File: src/rtl/vga_mode_sequencer.sv
// VGA timing-mode owner: applies requested modes at frame boundaries and holds the generator in reset meanwhile.
// Optional post-apply blanking phase is enabled by defining VGA_MODE_BLANK_EN.
module vga_mode_sequencer #(
    parameter int unsigned DEFAULT_MODE = 3,
    parameter int unsigned HOLD_CYCLES  = 4,
    parameter int unsigned BLANK_FRAMES = 2,
    parameter int unsigned WAIT_TIMEOUT = 1500000
) (
    input  logic        i_clk,
    input  logic        i_reset,
    input  logic        i_frame_end,
    input  logic        i_mode_req,
    input  logic [1:0]  i_mode_sel,
    output logic        o_mode_ack,
    output logic        o_busy,
    output logic [1:0]  o_cur_mode,
    output logic        o_gen_rst_n,
    output logic        o_blank_out,
    output logic [10:0] o_h_display,
    output logic [10:0] o_h_front,
    output logic [10:0] o_h_sync,
    output logic [10:0] o_h_back,
    output logic [9:0]  o_v_display,
    output logic [9:0]  o_v_front,
    output logic [9:0]  o_v_sync,
    output logic [9:0]  o_v_back
);

    typedef enum logic [1:0] {
        ST_IDLE,
        ST_WAIT,
        ST_HOLD
`ifdef VGA_MODE_BLANK_EN
        , ST_BLANK
`endif
    } state_t;

    typedef struct packed {
        logic [10:0] hd, hf, hs, hb;
        logic [9:0]  vd, vf, vs, vb;
    } timing_t;

    localparam int unsigned HW = $clog2(HOLD_CYCLES + 1);
    localparam int unsigned TW = $clog2(WAIT_TIMEOUT + 1);
    localparam logic [HW-1:0] HOLD_LAST = HW'(HOLD_CYCLES - 1);
    localparam logic [TW-1:0] TO_LAST   = TW'(WAIT_TIMEOUT - 1);
    localparam logic [1:0]    DEF_MODE  = 2'(DEFAULT_MODE);

    function automatic timing_t mode_timing(input logic [1:0] m);
        timing_t t;
        case (m)
            2'd0:    t = {11'd640,  11'd16, 11'd96,  11'd48,  10'd480, 10'd10, 10'd2, 10'd33};
            2'd1:    t = {11'd800,  11'd40, 11'd128, 11'd88,  10'd600, 10'd1,  10'd4, 10'd23};
            2'd2:    t = {11'd1024, 11'd24, 11'd136, 11'd160, 10'd768, 10'd3,  10'd6, 10'd29};
            2'd3:    t = {11'd1024, 11'd48, 11'd32,  11'd80,  10'd768, 10'd3,  10'd4, 10'd15};
            default: t = {11'd640,  11'd16, 11'd96,  11'd48,  10'd480, 10'd10, 10'd2, 10'd33};
        endcase
        return t;
    endfunction

    state_t        r_state, w_state;
    logic          r_boot, w_boot;
    logic [HW-1:0] r_hold_cnt, w_hold_cnt;
    logic [TW-1:0] r_to_cnt, w_to_cnt;
    logic [1:0]    r_pending, w_pending;
    timing_t       r_timing, w_timing;
    logic [1:0]    r_cur_mode, w_cur_mode;
    logic          r_gen_rst_n, w_gen_rst_n;
    logic          r_blank, w_blank;
    logic          r_ack, w_ack;
    logic          r_busy, w_busy;
`ifdef VGA_MODE_BLANK_EN
    localparam int unsigned FW = $clog2(BLANK_FRAMES + 1);
    localparam logic [FW-1:0] FRM_LAST = FW'(BLANK_FRAMES - 1);
    logic [FW-1:0] r_frm_cnt, w_frm_cnt;
`endif

    // Next-state and next-output logic; every output is registered below.
    always_comb begin
        w_state     = r_state;
        w_boot      = r_boot;
        w_hold_cnt  = r_hold_cnt;
        w_to_cnt    = r_to_cnt;
        w_pending   = r_pending;
        w_timing    = r_timing;
        w_cur_mode  = r_cur_mode;
        w_gen_rst_n = r_gen_rst_n;
        w_blank     = r_blank;
        w_ack       = 1'b0;
        w_busy      = r_busy;
`ifdef VGA_MODE_BLANK_EN
        w_frm_cnt   = r_frm_cnt;
`endif
        case (r_state)
            ST_IDLE: begin
                w_gen_rst_n = 1'b1;
                w_blank     = 1'b0;
                w_busy      = 1'b0;
                // A request still high while our ack is out is the one just served.
                if (i_mode_req && !r_ack) begin
                    if (i_mode_sel != r_cur_mode) begin
                        w_pending = i_mode_sel;
                        w_to_cnt  = '0;
                        w_state   = ST_WAIT;
                        w_busy    = 1'b1;
                    end else begin
                        w_ack = 1'b1;
                    end
                end else begin
                    w_ack = 1'b0;
                end
            end
            ST_WAIT: begin
                if (i_frame_end || (r_to_cnt == TO_LAST)) begin
                    w_timing    = mode_timing(r_pending);
                    w_cur_mode  = r_pending;
                    w_gen_rst_n = 1'b0;
                    w_blank     = 1'b1;
                    w_hold_cnt  = '0;
                    w_state     = ST_HOLD;
                end else begin
                    w_to_cnt = r_to_cnt + 1'b1;
                end
            end
            ST_HOLD: begin
                if (r_hold_cnt == HOLD_LAST) begin
                    w_gen_rst_n = 1'b1;
                    if (r_boot) begin
                        w_boot  = 1'b0;
                        w_blank = 1'b0;
                        w_busy  = 1'b0;
                        w_state = ST_IDLE;
                    end else begin
`ifdef VGA_MODE_BLANK_EN
                        w_frm_cnt = '0;
                        w_state   = ST_BLANK;
`else
                        w_ack   = 1'b1;
                        w_blank = 1'b0;
                        w_busy  = 1'b0;
                        w_state = ST_IDLE;
`endif
                    end
                end else begin
                    w_hold_cnt = r_hold_cnt + 1'b1;
                end
            end
`ifdef VGA_MODE_BLANK_EN
            ST_BLANK: begin
                if (i_frame_end) begin
                    if (r_frm_cnt == FRM_LAST) begin
                        w_ack   = 1'b1;
                        w_blank = 1'b0;
                        w_busy  = 1'b0;
                        w_state = ST_IDLE;
                    end else begin
                        w_frm_cnt = r_frm_cnt + 1'b1;
                    end
                end else begin
                    w_frm_cnt = r_frm_cnt;
                end
            end
`endif
            default: begin
                // Unreachable encoding: recover by re-running a generator reset.
                w_state     = ST_HOLD;
                w_hold_cnt  = '0;
                w_gen_rst_n = 1'b0;
                w_blank     = 1'b1;
                w_busy      = 1'b1;
            end
        endcase
    end

    // State and registered outputs; reset reloads the default mode and starts the boot hold.
    always_ff @(posedge i_clk or posedge i_reset) begin
        if (i_reset) begin
            r_state     <= ST_HOLD;
            r_boot      <= 1'b1;
            r_hold_cnt  <= '0;
            r_to_cnt    <= '0;
            r_pending   <= DEF_MODE;
            r_timing    <= mode_timing(DEF_MODE);
            r_cur_mode  <= DEF_MODE;
            r_gen_rst_n <= 1'b0;
            r_blank     <= 1'b1;
            r_ack       <= 1'b0;
            r_busy      <= 1'b1;
`ifdef VGA_MODE_BLANK_EN
            r_frm_cnt   <= '0;
`endif
        end else begin
            r_state     <= w_state;
            r_boot      <= w_boot;
            r_hold_cnt  <= w_hold_cnt;
            r_to_cnt    <= w_to_cnt;
            r_pending   <= w_pending;
            r_timing    <= w_timing;
            r_cur_mode  <= w_cur_mode;
            r_gen_rst_n <= w_gen_rst_n;
            r_blank     <= w_blank;
            r_ack       <= w_ack;
            r_busy      <= w_busy;
`ifdef VGA_MODE_BLANK_EN
            r_frm_cnt   <= w_frm_cnt;
`endif
        end
    end

    assign o_mode_ack  = r_ack;
    assign o_busy      = r_busy;
    assign o_cur_mode  = r_cur_mode;
    assign o_gen_rst_n = r_gen_rst_n;
    assign o_blank_out = r_blank;
    assign o_h_display = r_timing.hd;
    assign o_h_front   = r_timing.hf;
    assign o_h_sync    = r_timing.hs;
    assign o_h_back    = r_timing.hb;
    assign o_v_display = r_timing.vd;
    assign o_v_front   = r_timing.vf;
    assign o_v_sync    = r_timing.vs;
    assign o_v_back    = r_timing.vb;

endmodule
File: config.mk
export PLATFORM = sky130hd
export DESIGN_NAME = vga_mode_sequencer
export DESIGN_NICKNAME = d
export VERILOG_FILES = /design/src/rtl/vga_mode_sequencer.sv
export SDC_FILE = /design/constraint.sdc
export NUM_CORES = 1
export LEC_CHECK = 0
export ABC_CLOCK_PERIOD_IN_PS = 2500
export BUFFER_PORTS_ARGS = -buffer_cell sky130_fd_sc_hd__buf_2
export CORE_UTILIZATION = 51
export DETAILED_ROUTE_END_ITERATION = 7
export PLACE_DENSITY_LB_ADDON = 0.3
export SETUP_SLACK_MARGIN = 0.4
export SLEW_MARGIN = 20
export SYNTH_ARGS = -nofsm -noshare
export SYNTH_HDL_FRONTEND = slang
export SYNTH_SLANG_ARGS = --single-unit
File: constraint.sdc
create_clock -name i_clk -period 2.5 [get_ports i_clk]
set_input_delay 0.75 -clock i_clk [delete_from_list [all_inputs] [get_ports i_clk]]
set_output_delay 0.75 -clock i_clk [all_outputs]
set_load 0.005 [all_outputs]
# Word-level counts from Yosys, hierarchy flattened
# Index checks and enable logic that the tools add are counted.
# Widths: inputs -> output; s select.
totals:
  reg_bits: 119
  inputBits: 6
  output_inout_bits: 90
  elab_cells: 77
classes:
  n_addsub: 2
  eq_ne: 14
  muxes: 27
  bitwise: 2
  n_reduce_logical: 14
ops:
  columns: ["operator", "count"]
  rows:
  - ["$pmux 84 s4", 1]
  - ["$mux 21", 3]
  - ["$pmux 21 s2", 1]
  - ["$add 21x1->21 const B", 1]
  - ["$eq 21x21->1 const B", 1]
  - ["$ne 2x2->1 const B", 6]
  - ["$mux 1", 10]
  - ["$pmux 1 s3", 3]
  - ["$pmux 3 s3", 1]
  - ["$mux 2", 4]
  - ["$reduce_and 2->1", 4]
  - ["$reduce_and 4->1", 2]
  - ["$eq 2x2->1 const B", 3]
  - ["$mux 3", 2]
  - ["$pmux 2 s3", 1]
  - ["$reduce_and 3->1", 2]
  - ["$eq 2x1->1 const B", 2]
  - ["$logic_not 2->1", 2]
  - ["$add 3x1->3 const B", 1]
  - ["$eq 3x2->1 const B", 1]
  - ["$ne 2x2->1", 1]
  - ["$not 1->1", 2]
  - ["$pmux 1 s2", 1]
  - ["$reduce_bool 2->1", 1]
  - ["other kinds (3)", 3]

# Logic depth before layout (Yosys ltp)
depth:
  depth_word: 4
  mapped_depth: 9
  mapped_depth_nobuf: 6

# Least setup slack after synthesis
# OpenSTA, ideal clock, no wires.
synth_path:
  path_kind: "register -> register"
  from: "reg r_to_cnt[10]"
  to: "reg r_timing, in the netlist o_h_back[3]"
  setup_time_ns: 0.125
  t_arrival_ns: 2.153
  t_required_ns: 2.375
  slack_ns: 0.222
  path_stages_with_launch: 7
  path_buffers: 1
  synth_period_minus_slack_ns: 2.278
  path_cell_list: "dfrtp_1 -> or4b_1 -> nor4_4 -> a21oi_1 -> nor2_2 -> buf_6 -> mux2_2"
synth_via:
  elab_chain_len: 3
synth_rtl:
  columns: ["element", "line_no", "source"]
  rows:
  - ["start: declaration", "64", "logic [TW-1:0] r_to_cnt, w_to_cnt;"]
  - ["start signal: assignment", "196", "r_to_cnt <= w_to_cnt;"]
  - ["$eq 21x21->1", "114", "if (i_frame_end || (r_to_cnt == TO_LAST)) begin"]
  - ["$logic_or 1x1->1", "114", null]
  - ["$reduce_and 2->1 (no line)", null, null]
  - ["end signal: assignment", "183", "r_timing <= mode_timing(DEF_MODE);"]
  - ["end signal: assignment", "198", "r_timing <= w_timing;"]
  - ["end: declaration", "66", "timing_t r_timing, w_timing;"]
# Every way passes these cells.
# A chain may end at the register's enable or synchronous reset.

# Worst setup path in the final report
layout_path:
  from: "reg r_to_cnt[11]"
  to: "reg r_timing, in the netlist o_v_back[4]"
# Same word-level chain as after synthesis.

==> run_results.csv <==
group,metric,value,unit
cells_and_area,fin_cells,434,
die,ios,96,
pwr,combinationalPowerShare,0.421,
die,die_area,6190,um2
hold_path,holdPathEnd,"r_boot",
timing,period_share,0.867,
detailed_routing,post_drt_wl_per_cell,14.0,um
global_route,grt_overflow_total,0,
pwr,total_leakage_power,1.71,nW
hold_path,min_delay_path_depth,2,
setup_path,crit_buf_inv,1,
setup_path,crit_required,2.69,ns
logic_synthesis,synth-edff-count,0,
setup_path,r2r-start,"r_to_cnt[11]",
die,die_h,78.7,um
cells_and_area,syn2layout_area_growth,14.5,%
cells_and_area,fillers,461,
detailed_routing,dr_total_vias,2256,
outcome,status,"finished, final reports clean",
clocking,cts.sinks,47,
timing,postLayoutSetupSlackWorst,0.333,ns
clocking,path_clk_slew,0.09,ns
logic_synthesis,ys_warn_count,0,
flow_run,max_cap_violations,0,
cells_and_area,drive_above_1_share,0.373,
clocking,cts_max_level,2,
detailed_routing,totalWireLength,6080,um
timing,hold_viol,0,
setup_path,cp_slowest_cell,"or4b_4",
setup_path,worstSetupEndpointType,"flop",
logic_synthesis,syn_inst,315,
hold_path,min_path_type,"reg2reg",
clocking,cts_inserted_buffers,5,
clocking,clkLatencyLatePin,0.30,ns
detailed_routing,vias_per_cell,5.20,
timing,slew_violations,0,
placement,place_hpwl,3930,um
placement,placed_area,2980,um2
cells_and_area,stdcell_area,3430,um2
logic_synthesis,syn_area,3000,um2
global_route,grt_max_degree,48,
setup_path,regToRegSetupSlack,0.33,ns
pwr,p_seq_frac,0.399,
detailed_routing,remaining_drc_errors,0,
setup_path,crit_family,"simple AND/OR/NAND/NOR gates",
logic_synthesis,synth_seq_cells,47,
setup_path,critPathMaxFanout,7,
detailed_routing,ant_nets,0,
pwr,netSwitchingFraction,0.365,
placement,post-place-cells,407,
timing,rsz0062_at_grt,"yes",
clocking,cts_buffer_depth,2,
timing,fmax,461,MHz
global_route,grt_pass1_vias,1928,
cells_and_area,nets,376,
setup_path,crit_path_max_incr_delay,0.55,ns
timing,setup_viol,0,
die,fp.dieW,78.7,um
pwr,intPower,0.00195,W
logic_synthesis,synthArstFlopShare,1.00,
setup_path,crit_chain,"or4b_4 > nor4_4 > buf_4 > a21oi_4 > nor2_4 > mux2_4",
logic_synthesis,syn_area_per_cell,9.52,um2
setup_path,r2r_cells,6,
timing,worst_pin_slew,0.762,ns
global_route,grt_use_total,0.195,
pwr,clkPwrFrac,0.181,
die,core-area,5570,um2
setup_path,critPathLaunchType,"flop",
timing,finClkSkew,0.00842,ns
pwr,power_density,895,nW/um2
hold_path,hold_path_startpoint,"r_boot",
cells_and_area,final_util,0.616,
clocking,cts-root-buf,"clkbuf_8",
pwr,vdd_drop_max,537,uV
detailed_routing,drt_iter0_drc,162,
die,initial_utilization,0.538,
placement,port_buffers,45,
global_route,antenna_found_initial,0,
setup_path,arrival,2.35,ns
logic_synthesis,synth.distinct_cells,50,
pwr,p_sw,0.00112,W
detailed_routing,first_pass_iters,4,
timing,finalCriticalPeriod,2.17,ns
global_route,grt_pass1_wl,9420,um
logic_synthesis,yosysSeqAreaShare,0.398,
clocking,cts_tree,"yes",
setup_path,path_class,"reg2reg",
die,row_count,27,
cells_and_area,diodes,0,
placement,gp_congestion,0.782,
logic_synthesis,ys.flop_type,"dfrtp_1",
timing,slew_headroom,0.490,
placement,post-place-ws,0.178,ns
setup_path,reg2reg_to,"o_v_back[4]",
timing,fin_setup_tns,0,ns
clocking,cts_hold_buf,0,
## power by group through the flow
stage / Combinational, W / Clock, W / Sequential (W)
2_1_floorplan: 0.000941 / 0 / 0.00119
3_3_place_gp: 0.00107 / 0 / 0.00122
3_5_place_dp: 0.00108 / 0 / 0.00123
4_1_cts: 0.00121 / 0.000559 / 0.00122
5_1_grt: 0.00143 / 0.000593 / 0.00126
6_report: 0.00129 / 0.000556 / 0.00122
## worst max-delay path by stage
stage	start	endpoint	slack (ns)	depth (start not counted)
floorplan	r_to_cnt[11]	o_h_back[3]	0.30	6
global placement	r_to_cnt[19]	o_h_sync[6]	0.23	6
detailed placement	r_to_cnt[11]	o_v_back[4]	0.18	6
CTS	r_to_cnt[7]	o_v_back[4]	0.30	6
global route	r_to_cnt[0]	r_to_cnt[12]	0.26	6
finish	r_to_cnt[11]	o_v_back[4]	0.33	6
## per-layer routing
| metal | track usage | up-vias | share of wire |
|---|---|---|---|
| li1 | - | 1074 | - |
| met2 | 0.301 | 71 | 0.50 |
| met5 | 0 | - | 0 |
| met3 | 0.0360 | 5 | 0.050 |
| met1 | 0.281 | 1106 | 0.45 |
| met4 | 0.0537 | 0 | 0.0061 |
## registers in the layout (all words and copies together), names as in the netlist, 2 cells and up
signal       flops
o_cur_mode       2
o_h_back         4
o_h_sync         3
o_v_back         2
o_v_display      2
r_hold_cnt       3
r_pending        2
r_state          2
r_to_cnt        21
## worst reg2reg max path, stage by stage, from the launching register on
cell	delay [ns]
dfrtp_2	0.42
or4b_4	0.55
nor4_4	0.28
buf_4	0.19
a21oi_4	0.06
nor2_4	0.23
mux2_4	0.33
## final cells by class
| cell class | count | area (um2) | share of cell area |
|---|---|---|---|
| clock inverter | 1 | 30.0 | 0.00875 |
| tap | 72 | 90.1 | 0.0262 |
| timing repair buffer | 75 | 477 | 0.139 |
| multi-input combinational | 221 | 1510 | 0.441 |
| inverter | 11 | 48.8 | 0.0142 |
| clock buffer | 7 | 76.3 | 0.0222 |
| sequential | 47 | 1200 | 0.349 |
## kinds of logic (layout without fill, tap and decap cells)
group                      count (synthesis)  count (layout)  synth area share
AOI/OAI and AO/OA                         64              64             0.139
xor gates and xnor gates                   2               2           0.00584
adders and majority gates                  9               9            0.0375
buffers and inverters                     95              94             0.219
DFF                                       47              47             0.398
muxes                                     13              13            0.0471
other                                      2              50           0.00250
and+or+nand+nor                           83              83             0.151
## cell usage after synthesis, drive strengths merged, types with 2 or more instances
library cell	number	share of area
mux2	9	0.034
a21o	4	0.010
clkbuf	8	0.010
inv	11	0.015
o211ai	2	0.0050
a211o	4	0.012
o21ai	11	0.018
a21oi	18	0.030
dfstp	14	0.12
a31oi	13	0.027
nand4	5	0.010
a22o	2	0.0058
conb	2	0.0025
a221o	3	0.010
ha	9	0.038
nand3	10	0.017
buf	76	0.19
nor3	6	0.010
nor4	2	0.0092
or4b	2	0.0067
nand2	17	0.021
nor2	16	0.021
and2	3	0.0071
dfrtp	33	0.28
nand2b	3	0.0063
and3	12	0.025
mux2i	4	0.013
xor2	2	0.0058
## cells in the final DEF (no fill, tap or decap), drive strengths merged, types with 9 or more instances in the layout
cell,netlist,layout
mux2,9,9
conb,2,50
dfstp,14,14
nor2,16,16
and3,12,12
a21oi,18,18
ha,9,9
dfrtp,33,33
o21ai,11,11
nand2,17,17
buf,76,75
inv,11,11
nand3,10,10
a31oi,13,13
## metrics by stage
| stage | hold WS (ns) | total power (W) |
|---|---|---|
| 2_1_floorplan | 0.434 | 0.00213 |
| 3_3_place_gp | 0.443 | 0.00229 |
| 3_5_place_dp | 0.456 | 0.00231 |
| 4_1_cts | 0.469 | 0.00299 |
| 5_1_grt | 0.492 | 0.00329 |
| 6_report | 0.465 | 0.00307 |
## what timing repair did
| item | CTS | global route |
|---|---|---|
| hold endpoints to repair | 0 | 0 |
| buffers inserted | 10 | 9 |
| endpoints found under the setup margin | 29 | 37 |
| resized for setup | 20 | 26 |
| pin swaps | 8 | 9 |
Power figures use the tool's default switching activity.
